--- src/rtl/led_walk_monitor.sv ---
// Decodes a one-hot walking-LED bus back into position, direction and step events,
// and flags illegal patterns or jumps of more than one position.
module led_walk_monitor #(
    parameter int N_LEDS = 4,
    parameter int POS_W  = 2,
    parameter int CNT_W  = 8
) (
    input  logic              clock,
    input  logic              i_reset,
    input  logic              i_sample_en,
    input  logic              i_clear,
    input  logic [N_LEDS-1:0] i_leds,
    output logic              o_valid,
    output logic [POS_W-1:0]  o_pos,
    output logic              o_dir,
    output logic              o_step,
    output logic              o_dir_change,
    output logic              o_err,
    output logic [CNT_W-1:0]  o_step_count
);

    typedef enum logic [1:0] {IDLE, ACQ, TRACK} state_t;

    state_t             state, state_nx;
    logic               any_bit, multi_bit, legal;
    logic [POS_W-1:0]   p, up_pos, dn_pos;
    logic               is_up, is_dn;
    logic               valid_nx, dir_nx, step_nx, dc_nx, err_nx;
    logic [POS_W-1:0]   pos_nx;
    logic [CNT_W-1:0]   cnt_nx;

    // One-hot check and index of the lit LED
    always_comb begin
        any_bit   = 1'b0;
        multi_bit = 1'b0;
        p         = '0;
        for (int i = 0; i < N_LEDS; i++) begin
            if (i_leds[i]) begin
                if (any_bit) multi_bit = 1'b1;
                any_bit = 1'b1;
                p       = POS_W'(i);
            end
        end
        legal = any_bit & ~multi_bit;
    end

    // Neighbour positions of the previous index, with wrap at both ends
    always_comb begin
        up_pos = (o_pos == POS_W'(N_LEDS - 1)) ? '0 : o_pos + POS_W'(1);
        dn_pos = (o_pos == '0) ? POS_W'(N_LEDS - 1) : o_pos - POS_W'(1);
        is_up  = (p == up_pos);
        is_dn  = (p == dn_pos);
    end

    always_comb begin
        state_nx = state;
        valid_nx = o_valid;
        pos_nx   = o_pos;
        dir_nx   = o_dir;
        step_nx  = 1'b0;
        dc_nx    = 1'b0;
        err_nx   = 1'b0;
        if (i_sample_en) begin
            if (!legal) begin
                err_nx   = 1'b1;
                valid_nx = 1'b0;
                state_nx = IDLE;
            end else begin
                case (state)
                    IDLE: begin
                        valid_nx = 1'b1;
                        pos_nx   = p;
                        state_nx = ACQ;
                    end
                    ACQ, TRACK: begin
                        if (p == o_pos) begin
                            valid_nx = 1'b1;
                        end else if (is_up || is_dn) begin
                            step_nx  = 1'b1;
                            pos_nx   = p;
                            dir_nx   = is_up;
                            // Reversal only counts once a direction is established
                            dc_nx    = (state == TRACK) && (is_up != o_dir);
                            state_nx = TRACK;
                        end else begin
                            err_nx   = 1'b1;
                            valid_nx = 1'b1;
                            pos_nx   = p;
                            state_nx = ACQ;
                        end
                    end
                    default: state_nx = IDLE;
                endcase
            end
        end
    end

    always_comb begin
        cnt_nx = o_step_count;
        if (i_clear)
            cnt_nx = '0;
        else if (step_nx && (o_step_count != {CNT_W{1'b1}}))
            cnt_nx = o_step_count + CNT_W'(1);
    end

    always_ff @(posedge clock or posedge i_reset) begin
        if (i_reset) begin
            state        <= IDLE;
            o_valid      <= 1'b0;
            o_pos        <= '0;
            o_dir        <= 1'b0;
            o_step       <= 1'b0;
            o_dir_change <= 1'b0;
            o_err        <= 1'b0;
            o_step_count <= '0;
        end else begin
            state        <= state_nx;
            o_valid      <= valid_nx;
            o_pos        <= pos_nx;
            o_dir        <= dir_nx;
            o_step       <= step_nx;
            o_dir_change <= dc_nx;
            o_err        <= err_nx;
            o_step_count <= cnt_nx;
        end
    end

endmodule
--- config.mk ---
export PLATFORM = sky130hd
export DESIGN_NAME = led_walk_monitor
export DESIGN_NICKNAME = d
export VERILOG_FILES = /design/src/rtl/led_walk_monitor.sv
export SDC_FILE = /design/constraint.sdc
export NUM_CORES = 1
export LEC_CHECK = 0
export CORE_MARGIN = 3
export CORE_UTILIZATION = 54
export DETAILED_ROUTE_END_ITERATION = 16
export PLACE_DENSITY = 0.82
export SYNTH_ARGS = -nofsm -noshare
export SYNTH_HDL_FRONTEND = slang
export SYNTH_SLANG_ARGS = --single-unit
--- constraint.sdc ---
create_clock -name clock -period 4.2 [get_ports clock]
set_input_delay 1.26 -clock clock [delete_from_list [all_inputs] [get_ports clock]]
set_output_delay 1.26 -clock clock [all_outputs]
set_load 0.02 [all_outputs]
* After elaboration in Yosys (flattened, before gate mapping)
Index checks and enable logic that the tools add are counted.
** Storage, ports and cells
- Flip-flop bits (word level) :: 17
- Bits of input ports :: 8
- Output and inout port bits :: 15
- Logic and storage cells :: 80
** Operators by class
- $add $sub $neg :: 3
- Equal/unequal tests :: 12
- Mux-type cells :: 42
- Bitwise operators :: 3
- Reduce and logical (&&, ||, !) cells :: 12
** Operator list (number)
- $mux W1 :: 29
- $mux W2 :: 8
- $mux W8 :: 2
- $add A8 B1 Y8 const B :: 1
- $ne A8 B8 Y1 const B :: 1
- $pmux W2 S2 :: 2
- $eq A2 B2 Y1 :: 3
- $reduce_and A5 Y1 :: 1
- $eq A2 B2 Y1 const B :: 2
- $logic_not A2 Y1 :: 2
- $ne A4 B4 Y1 const B :: 1
- $reduce_and A4 Y1 :: 1
- $reduce_bool A2 Y1 :: 2
- $ne A3 B1 Y1 const B :: 1
- $ne A3 B3 Y1 const B :: 1
- $reduce_and A3 Y1 :: 1
- $add A2 B1 Y2 const B :: 1
- $eq A2 B1 Y1 const B :: 1
- $logic_and A1 B1 Y1 :: 2
- $ne A2 B2 Y1 const B :: 1
- $not A1 Y1 :: 2
- $pmux W1 S2 :: 1
- $reduce_and A2 Y1 :: 1
- $reduce_or A2 Y1 :: 1
- other kinds (4) :: 4

* Logic depth before layout (Yosys ltp)
- Depth after elaboration :: 14
- Mapped depth :: 9
- Depth with buffers taken out :: 8

* Least setup slack after synthesis
OpenSTA, ideal clock, no wires.
- Path kind :: input to register
- Start :: input port i_leds[1]
- End :: register o_step_count[1]
- Setup time :: 0.128 ns
- Arrival :: 2.563 ns
- Data required time :: 4.072 ns
- Slack :: 1.509 ns
- Stages on the path :: 8
- Buffers on the path :: 2
- Cell sequence :: buf_6 -> xor2_1 -> a211oi_1 -> nor2_4 -> o211ai_4 -> buf_6 -> mux2i_1 -> nor2_1
** Between the ends
- Cells in the longest elaborated chain, start to end :: 12
- Elaborated cells on any way between the ends :: 24
- Those cells by class :: eq/ne (3); mux (16); bitwise (2); reduce/logical (3)
** RTL lines
- from (decl) :: RTL line 12 : input logic [N_LEDS-1:0] i_leds,
- $mux W1 :: RTL line 38 : if (i_leds[i]) begin
- $mux W2 (2 in series) :: RTL line 38
- $eq A2 B2 Y1 (on tied branches) :: RTL line 51, 52
- $logic_or A1 B1 Y1 :: RTL line 78 : end else if (is_up || is_dn) begin
- $mux W1 :: RTL line 78
- $mux W1 :: RTL line 76 : if (p == o_pos) begin
- $mux W1 :: RTL line 69 : case (state)
- $mux W1 (*) :: RTL line 64 : if (!legal) begin
- $mux W1 (*) :: RTL line 63 : if (i_sample_en) begin
- $logic_and A1 B1 Y1 (*) :: RTL line 102 : else if (step_nx && (o_step_count != {CNT_W{1'b1}}))
- $reduce_bool A2 Y1 (no line) (*)
- to (signal assigned) :: RTL line 124 : o_step_count <= cnt_nx;
- to (decl) :: RTL line 19 : output logic [CNT_W-1:0] o_step_count
Every way passes the cells marked *; elsewhere a longest branch is shown, timed or not.
A chain may end at the register's enable or synchronous reset.

* Worst setup path after layout
- Start :: input port i_leds[3]
- End :: register o_step_count[7]
** Between the ends
- Cells in the longest elaborated chain, start to end :: 10
- Elaborated cells on any way between the ends :: 16
- Those cells by class :: eq/ne (3); mux (8); bitwise (2); reduce/logical (3)
** RTL lines (RTL line)
- $mux W2 :: 38
- $eq A2 B2 Y1 (on tied branches) :: 51, 52
- $logic_or A1 B1 Y1 :: 78
- $mux W1 :: 78
- $mux W1 :: 76
- $mux W1 :: 69
- $mux W1 (*) :: 64
- $mux W1 (*) :: 63
- $logic_and A1 B1 Y1 (*) :: 102
- $reduce_bool A2 Y1 (no line) (*)
Marked as above.

==> qor.csv <==
metric,value,unit
vias in the first global route,889,
antenna cell count,0,
status,"finished, final reports clean",
Crit. End Element,register,
total power,0.582,mW
TritonCTS Sinks,17,
largest net degree at the start of global routing,18,
HP Start,o_valid$_DFFE_PP0P_,
RR Startpoint,o_pos[0]$_DFFE_PP0P_,
Clock Latency Late Sink,0.30,ns
CP max FO,12,
"Setup Fix Bufs, Post-CTS",0,
gr usage total,18.9,%
Die ar.,0.00270,mm2
starting density of the core,61.3,%
"Design Area, Final",0.00138,mm2
core area,0.00186,mm2
area of the mapped netlist,0.00114,mm2
Post-Layout Cell Count,166,
worst slack at placement,0.685,ns
first-pass GRT wire length,3800,um
nets,156,
row count,15,
"Slew Viols, Final",0,
Slew @ Worst Pin,0.808,ns
placed cell count,162,
synth top area cells,"dfrtp_1 (37%), ha_1 (6.6%), a21oi_1 (4.0%)",
final hold vios,0,
Hold Path Class,reg -> reg,
Yosys warning count,0,
Post-synth ARST share,100,%
WP data required,4.43,ns
most frequent cell after synthesis,dfrtp_1,
I/O pin count,23,
LEAKAGE,0.566,nW
share of layout cells above drive strength 1,9.22,%
Die H,51.9,um
detailed-route wire length,2280,um
TritonCTS clock tree,done,
CTS root buffer,clkbuf_4,
Post-route DRC,0,
reg2reg setup slack,1.74,ns
CTS H-tree depth,1,
"Remaining Overflow, GRT",0,
Synth top area share,37.3,%
Final GP Congestion,0.814,
Sw Ratio,41.1,%
"Reg clk slew, reported paths",0.10,ns
hold_buf cts,0,
FF-to-FF End,o_step_count[7]$_DFFE_PP0P_,
"top cells by count, synth","dfrtp_1 (17), nor2_1 (12), a21oi_1 (9), inv_1 (9)",
First-pass DRT Iterations,4,
syn nets,133,
Final period util,76.9,%
initial drt markers,37,
Num CTS Buffers,3,
Slew Limit Headroom,45.8,%
vias per inst,5.76,
WP data arrival,3.46,ns
power per cell area,421,mW/mm2
Clk pwr share,15.4,%
Max VDD drop,306,uV
CTS resizes,0,
#FFs+latches synth,17,
Worst Hold End,o_valid$_DFFE_PP0P_,
Worst Hold Path Cells,2,
Comb pwr share,48.2,%
final design utilization,74.3,%
"Distinct cells, synth",43,
area grow syn2layout,21.2,%
PnR worst setup slack,0.972,ns
Via Count,956,
CP Class,in -> reg,
Mapped Cells,119,
worst r2r path cells,7,
"antenna viol nets, final",0,
Max-cap violations,0,
Int Power,0.342,mW
Reg power frac,36.5,%
cell accounting for the most synthesized area,dfrtp_1,
Switch Pwr,0.239,mW
Post-Place Cell Area,0.00135,mm2
Final setup viols,0,
Port Buf Inserts,22,
Syn Area/Cell,9.58,um2
Fin Setup TNS,0,ns
crit start category,input pin,
clock buffer depth,2,
"Top FF cell, synth",dfrtp_1,
initial antenna violation count,0,
sequential cell area fraction in the yosys report,37.3,%
unrepaired setup endpoints after global routing,no,
Final Skew,0.00470,ns
Chip Width,51.9,um
number of enable flip-flop cells after synthesis,0,
HPWL Detailed,1730,um
Period minus WS final,3.23,ns
Fin Hold WS,0.536,ns
f_max,310,MHz
fill cell count,129,
DR WL/cell,13.7,um
[cell type report]
type / count / area [um2] / area share [%]
Timing Repair Buffer: 22 / 220 / 15.9
Inverter: 9 / 33.8 / 2.45
Multi-Input combinational cell: 89 / 643 / 46.6
Tap cell: 25 / 31.3 / 2.26
Clock inverter: 1 / 5.00 / 0.362
Clock buffer: 3 / 22.5 / 1.63
Sequential cell: 17 / 425 / 30.8
[worst max-delay path, cell delays in order]
cell and delay, ns:
clkdlybuf4s50_1 0.67, and2b_1 0.26, a31oi_4 0.20, o311a_2 0.25, o211ai_4 0.16, or4_1 0.50
a21oi_1 0.15
[layout by cell type, fill, tap and decap left out, types with 4 or more instances in the layout]
cell type        instances
ha_1                     6
nor2_1                  12
nand3_1                  4
clkdlybuf4s50_1         22
a21oi_1                  9
dfrtp_1                 17
inv_1                    9
xor2_1                   4
o21ai_0                  6
nand2_1                  6
[registers in the layout, summed over array words and instances, names as in the netlist]
name and cells:
o_step_count 8, o_pos 2, state 2, o_dir 1, o_dir_change 1, o_err 1
o_step 1, o_valid 1
[cell families (layout without fill, tap and decap cells)]
family / after synthesis / in the layout / synth area share [%]
simple gates: 42 / 42 / 20.4
buf+inv: 13 / 35 / 6.26
fa+ha+maj: 6 / 6 / 6.59
flops: 17 / 17 / 37.3
mux: 3 / 3 / 2.74
compound gates: 32 / 32 / 22.1
xor+xnor: 6 / 6 / 4.61
[how the worst max path moves through the flow]
stage                         start                          end
after CTS                 i_leds[3]  o_step_count[7]$_DFFE_PP0P_
after detailed placement  i_leds[3]  o_step_count[7]$_DFFE_PP0P_
final                     i_leds[3]  o_step_count[7]$_DFFE_PP0P_
after global routing      i_leds[3]  o_step_count[5]$_DFFE_PP0P_
after global placement    i_leds[3]  o_step_count[7]$_DFFE_PP0P_
after floorplan           i_leds[1]  o_step_count[1]$_DFFE_PP0P_
[layer usage]
layer	global-route usage, %	wire length [um]	up-vias
met5	0	0	-
met3	3.44	120	6
met1	22.2	978	444
met2	33.5	1130	33
li1	-	-	473
met4	7.86	42	0
[power groups by stage]
stage	Clock (mW)	Combinational (mW)	Sequential (mW)
2_1_floorplan	0	0.187	0.232
3_3_place_gp	0	0.270	0.215
3_5_place_dp	0	0.277	0.216
4_1_cts	0.0936	0.279	0.213
5_1_grt	0.0976	0.305	0.217
6_report	0.0896	0.280	0.212
Power figures use the tool's default switching activity.
